<file path="config.mk">
export PLATFORM = sky130hd
export DESIGN_NAME = rx_symbol_aligner
export DESIGN_NICKNAME = d
export VERILOG_FILES = /design/src/rtl/rx_symbol_aligner_pkg.sv /design/src/rtl/rx_comma_search.sv /design/src/rtl/rx_symbol_aligner.sv
export SDC_FILE = /design/constraint.sdc
export NUM_CORES = 1
export LEC_CHECK = 0
export CORE_UTILIZATION = 47
export DETAILED_ROUTE_END_ITERATION = 12
export HOLD_SLACK_MARGIN = 0.1
export PLACE_DENSITY = 0.66
export SKIP_LAST_GASP = 1
export SYNTH_ARGS = -nofsm -noshare
export SYNTH_HDL_FRONTEND = slang
export SYNTH_SLANG_ARGS = --single-unit
</file>
<file path="constraint.sdc">
create_clock -name recovered_clk -period 4.44 [get_ports recovered_clk]
set_input_delay 0.888 -clock recovered_clk [delete_from_list [all_inputs] [get_ports recovered_clk]]
set_output_delay 0.888 -clock recovered_clk [all_outputs]
set_load 0.05 [all_outputs]
</file>
<file path="src/rtl/rx_symbol_aligner_pkg.sv">
`default_nettype none
// ============================================================================
// Module  : rx_symbol_aligner_pkg
// Brief   : Shared constants, types and helpers for the receive symbol aligner.
// Revision: 1.0 - initial release
// ============================================================================
package rx_symbol_aligner_pkg;

  localparam logic [9:0] K28_5_RDN = 10'h17C;
  localparam logic [9:0] K28_5_RDP = 10'h283;
  localparam int         CNT_W     = 4;

  typedef logic [CNT_W-1:0] cnt_t;

  typedef enum logic [1:0] {
    UNLOCKED = 2'd0,
    CHECK    = 2'd1,
    LOCKED   = 2'd2
  } align_state_t;

  // Counters stick at all-ones instead of wrapping.
  function automatic cnt_t sat_inc(input cnt_t v);
    return (v == '1) ? v : v + cnt_t'(1);
  endfunction

endpackage
`default_nettype wire

</file>
<file path="src/rtl/rx_comma_search.sv">
`default_nettype none
// ============================================================================
// Module  : rx_comma_search
// Brief   : Combinational K28.5 search over every bit offset of a 2-word window.
// Revision: 1.0 - initial release
// ============================================================================
module rx_comma_search
  import rx_symbol_aligner_pkg::*;
#(
  parameter int DATA_WIDTH = 10
) (
  input  logic [2*DATA_WIDTH-1:0] window,
  output logic [DATA_WIDTH-1:0]   hit,
  output logic                    any_hit,
  output logic [3:0]              hit_off
);

  for (genvar o = 0; o < DATA_WIDTH; o++) begin : g_hit
    assign hit[o] = (window[o +: DATA_WIDTH] == K28_5_RDN) ||
                    (window[o +: DATA_WIDTH] == K28_5_RDP);
  end

  assign any_hit = |hit;

  // Scan from the top so the lowest matching offset is the one that sticks.
  always_comb begin
    hit_off = '0;
    for (int o = DATA_WIDTH - 1; o >= 0; o--) begin
      if (hit[o]) hit_off = 4'(o);
    end
  end

endmodule
`default_nettype wire

</file>
<file path="src/rtl/rx_symbol_aligner.sv">
`default_nettype none
// ============================================================================
// Module  : rx_symbol_aligner
// Brief   : K28.5 comma aligner with lock FSM, feeding the elastic buffer.
// Revision: 1.0 - initial release
// ============================================================================
module rx_symbol_aligner
  import rx_symbol_aligner_pkg::*;
#(
  parameter int DATA_WIDTH = 10,
  parameter int LOCK_COUNT = 4,
  parameter int LOSS_COUNT = 4
) (
  input  logic                  recovered_clk,
  input  logic                  rst_n,
  input  logic [DATA_WIDTH-1:0] data_in,
  output logic [DATA_WIDTH-1:0] data_out,
  output logic                  symbol_lock,
  output logic                  comma_detected,
  output logic [3:0]            align_offset
);

  localparam cnt_t LOCK_MAX = cnt_t'(LOCK_COUNT);
  localparam cnt_t LOSS_MAX = cnt_t'(LOSS_COUNT);

  logic [DATA_WIDTH-1:0]   word_d1;
  logic [DATA_WIDTH-1:0]   word_d2;
  logic [2*DATA_WIDTH-1:0] window;
  logic [DATA_WIDTH-1:0]   hit;
  logic                    any_hit;
  logic [3:0]              hit_off;
  logic [3:0]              next_off;
  logic [DATA_WIDTH-1:0]   aligned;
  logic                    match;
  logic                    realign;

  align_state_t state, state_nxt;
  cnt_t         lock_cnt, lock_cnt_nxt;
  cnt_t         loss_cnt, loss_cnt_nxt;

  assign window = {word_d1, word_d2};

  rx_comma_search #(
    .DATA_WIDTH (DATA_WIDTH)
  ) u_comma_search (
    .window  (window),
    .hit     (hit),
    .any_hit (any_hit),
    .hit_off (hit_off)
  );

  assign match    = hit[align_offset];
  assign next_off = realign ? hit_off : align_offset;

  always_comb begin
    aligned = window[DATA_WIDTH-1:0];
    for (int o = 1; o < DATA_WIDTH; o++) begin
      if (next_off == 4'(o)) aligned = window[o +: DATA_WIDTH];
    end
  end

  always_comb begin
    state_nxt    = state;
    lock_cnt_nxt = lock_cnt;
    loss_cnt_nxt = loss_cnt;
    realign      = 1'b0;
    case (state)
      UNLOCKED: begin
        if (any_hit) begin
          realign      = 1'b1;
          lock_cnt_nxt = cnt_t'(1);
          state_nxt    = (LOCK_COUNT == 1) ? LOCKED : CHECK;
        end
      end
      CHECK: begin
        if (match) begin
          lock_cnt_nxt = sat_inc(lock_cnt);
          if (lock_cnt_nxt >= LOCK_MAX) begin
            state_nxt    = LOCKED;
            loss_cnt_nxt = '0;
          end
        end else if (any_hit) begin
          realign      = 1'b1;
          lock_cnt_nxt = cnt_t'(1);
        end
      end
      LOCKED: begin
        // Offset is frozen while locked; foreign commas only erode confidence.
        if (match) begin
          loss_cnt_nxt = '0;
        end else if (any_hit) begin
          loss_cnt_nxt = sat_inc(loss_cnt);
          if (loss_cnt_nxt >= LOSS_MAX) begin
            state_nxt    = UNLOCKED;
            lock_cnt_nxt = '0;
            loss_cnt_nxt = '0;
          end
        end
      end
      default: state_nxt = UNLOCKED;
    endcase
  end

  always_ff @(posedge recovered_clk or negedge rst_n) begin
    if (!rst_n) begin
      state       <= UNLOCKED;
      lock_cnt    <= '0;
      loss_cnt    <= '0;
      symbol_lock <= 1'b0;
    end else begin
      state       <= state_nxt;
      lock_cnt    <= lock_cnt_nxt;
      loss_cnt    <= loss_cnt_nxt;
      symbol_lock <= (state_nxt == LOCKED);
    end
  end

  always_ff @(posedge recovered_clk or negedge rst_n) begin
    if (!rst_n) begin
      word_d1        <= '0;
      word_d2        <= '0;
      data_out       <= '0;
      comma_detected <= 1'b0;
      align_offset   <= '0;
    end else begin
      word_d1        <= data_in;
      word_d2        <= word_d1;
      data_out       <= aligned;
      comma_detected <= hit[next_off];
      align_offset   <= next_off;
    end
  end

endmodule
`default_nettype wire

</file>
==> flow_summary_export.csv <==
group,metric,value,unit
sta,period_minus_slack,4.09,ns
grt,grt_usage,0.251,
sta,setup_viol,0,
grt,grt_max_degree,47,
grt,grt_pass1_vias,3257,
routing,dr.pass1.iters,5,
critical_path,reg2regPathDepth,10,
power_and_ir_drop,finalPower,2.03,mW
cts,cts_inserted_buffers,5,
synth,ys_types,79,
die,fp-row-count,31,
synth,synth_seq_area_share,0.316,
synth,synth_seq_cells,46,
synth,yosysWarnings,0,
routing,viasPerCell,6.85,
critical_path,worst-setup-path-type,"reg2reg",
routing,routed_wl,10200,um
die,initial_core_util,0.495,
routing,drc_errors,0,
cts,cts.clk_slew.worst_paths,0.10,ns
cells_and_area,nets,441,
die,die_w,90.1,um
synth,syn_nets,423,
synth,yosysTopAreaCellShare,0.316,
critical_path,regToRegStartpoint,"word_d2[6]",
synth,synth.area.top_cells,"dfrtp_1 32%, a21oi_1 4.0%, nor2_1 3.2%, o22a_1 3.1%, nand4_1 2.4%",
routing,final_antenna_net_count,0,
cts,cts.sinks,46,
critical_path,end_kind,"register",
hold_path,worstHoldStart,"word_d1[9]",
routing,num_vias,3580,
synth,synth_area,3650,um^2
critical_path,reg2reg_to,"data_out[2]",
critical_path,path_max_fanout,16,
die,die_h,90.1,um
cts,cts_tree,"built",
grt,antenna_found_initial,0,
sta,slew_violations,0,
grt,grt_pass1_wl,16600,um
power_and_ir_drop,powerDensity,498,nW/um^2
cts,clock_path_buffers,2,
die,io_pins,28,
power_and_ir_drop,leakage,1.56,nW
critical_path,cp.required,4.68,ns
cts,root_buffer,"clkbuf_8",
sta,worst_pin_slew,0.994,ns
cts,post_cts_buffers,0,
synth,synth_common_cells,"46 x dfrtp_1, 31 x nor2_1, 29 x a21oi_1",
sta,tns,0,ns
synth,synthArstFlopShare,1.00,
cts,cts_max_level,2,
hold_path,hold_path_class,"reg2reg",
cells_and_area,fillCellCount,682,
cts,cts_resized,0,
cells_and_area,post-route-util,0.553,
hold_path,hold_path_depth,0,
critical_path,r2r_slack,0.35,ns
routing,wl_per_cell,19.4,um
synth,synth.largest_area_cell,"dfrtp_1",
sta,fin_skew,0.00992,ns
synth,synth_edf_count,0,
synth,syn_inst,405,
power_and_ir_drop,peakVddDrop,0.000174,V
sta,clock.fmax,244,MHz
grt,grt_overflow,0,
cells_and_area,diodes,0,
cts,cts-hold-fix-buffers,0,
cts,insertion_delay,0.31,ns
job,drv.max_cap_violation_count,0,
sta,max_slew_margin,0.338,
hold_path,holdPathEnd,"word_d2[9]",
sta,holdWs,0.356,ns
critical_path,crit_arrival,4.33,ns
routing,first_iter_violations,408,
synth,avgSynthCellArea,9.01,um^2
outcome,status,"finished, final reports clean",
critical_path,cp-start-kind,"register",
cells_and_area,drive_above_1_share,0.130,
placement,gp_congestion,0.925,
cells_and_area,areaGrowthSynthToFinish,11.7,%
sta,rsz0062_at_grt,"false",
sta,period_share,0.922,
sta,final.setup.worst_slack,0.348,ns
placement,hpwl,7300,um
sta,finalHoldViolCount,0,
synth,synth_most_common_cell,"dfrtp_1",
placement,dp_slack,0.567,ns
placement,portBuffers,27,
die,core_region_area,7370,um^2
die,dieArea,8120,um^2
synth,synth_ff_type,"dfrtp_1",
-- worst max-delay path: stages, from the launching register on --
cell and delay, ns:
dfrtp_1 0.72, nor3b_1 0.22, and4_1 0.28, a41o_2 0.31, a221oi_2 0.43, a41oi_2 0.34
o21ai_1 0.62, nor2_1 0.29, a2111oi_0 0.54, o21ai_1 0.13, o22ai_1 0.14
-- metal layers --
metal  track usage  routed length, um  share of wire
met2         0.395               4640           0.46
met4        0.0780                206          0.020
met1         0.360               4450           0.44
met3        0.0313                863          0.085
met5             0                  0              0
-- placed cells by master (no fill, tap or decap), types with 9 or more instances in the layout --
cell	instances
nand3b_1	9
a21oi_1	29
inv_1	14
nand4_1	14
dfrtp_1	46
clkdlybuf4s50_1	26
o221ai_1	10
nand2b_1	9
a22oi_1	11
nor2_1	31
nand2_1	22
buf_4	14
o22a_1	13
-- per-stage QoR --
step	cell area, um^2	instances
2_1_floorplan	3650	405
5_1_grt	4080	523
3_5_place_dp	3980	515
4_1_cts	4080	523
6_report	4080	523
3_3_place_gp	3980	515
-- state kept, by name, indices dropped and copies added (netlist names) --
name / count
lock_cnt: 4
data_out: 10
word_d1: 10
comma_detected: 1
symbol_lock: 1
loss_cnt: 4
state: 2
word_d2: 10
align_offset: 4
-- area by class of cell --
type                            instances  area, um^2  area share
Tap cell                               99         124      0.0304
Clock inverter                          3        25.0     0.00614
Sequential cell                        46        1150       0.282
Multi-Input combinational cell        315        2280       0.560
Timing Repair Buffer                   41         370      0.0909
Inverter                               14        52.6      0.0129
Clock buffer                            5        68.8      0.0169
-- report_power, final --
group | switching [mW] | internal [mW] | total (mW)
Clock | 0.161 | 0.114 | 0.275
Sequential | 0.0867 | 0.498 | 0.584
Combinational | 0.707 | 0.463 | 1.17
-- cell families after synthesis --
group	share of synthesized area
buffers and inverters	0.0583
and+or+nand+nor	0.296
muxes	0.0336
AOI/OAI and AO/OA	0.275
DFF	0.316
adders and majority gates	0.0206
-- worst max path at each step --
stage | depth (start not counted) | endpoint | start
final | 10 | data_out[2] | word_d2[6]
after global routing | 11 | data_out[1] | word_d1[0]
after CTS | 12 | data_out[1] | word_d1[0]
after detailed placement | 13 | data_out[4] | word_d1[0]
after global placement | 11 | data_out[1] | word_d2[7]
after floorplan | 13 | data_out[1] | word_d1[2]
(Power assumes the default switching activity.)
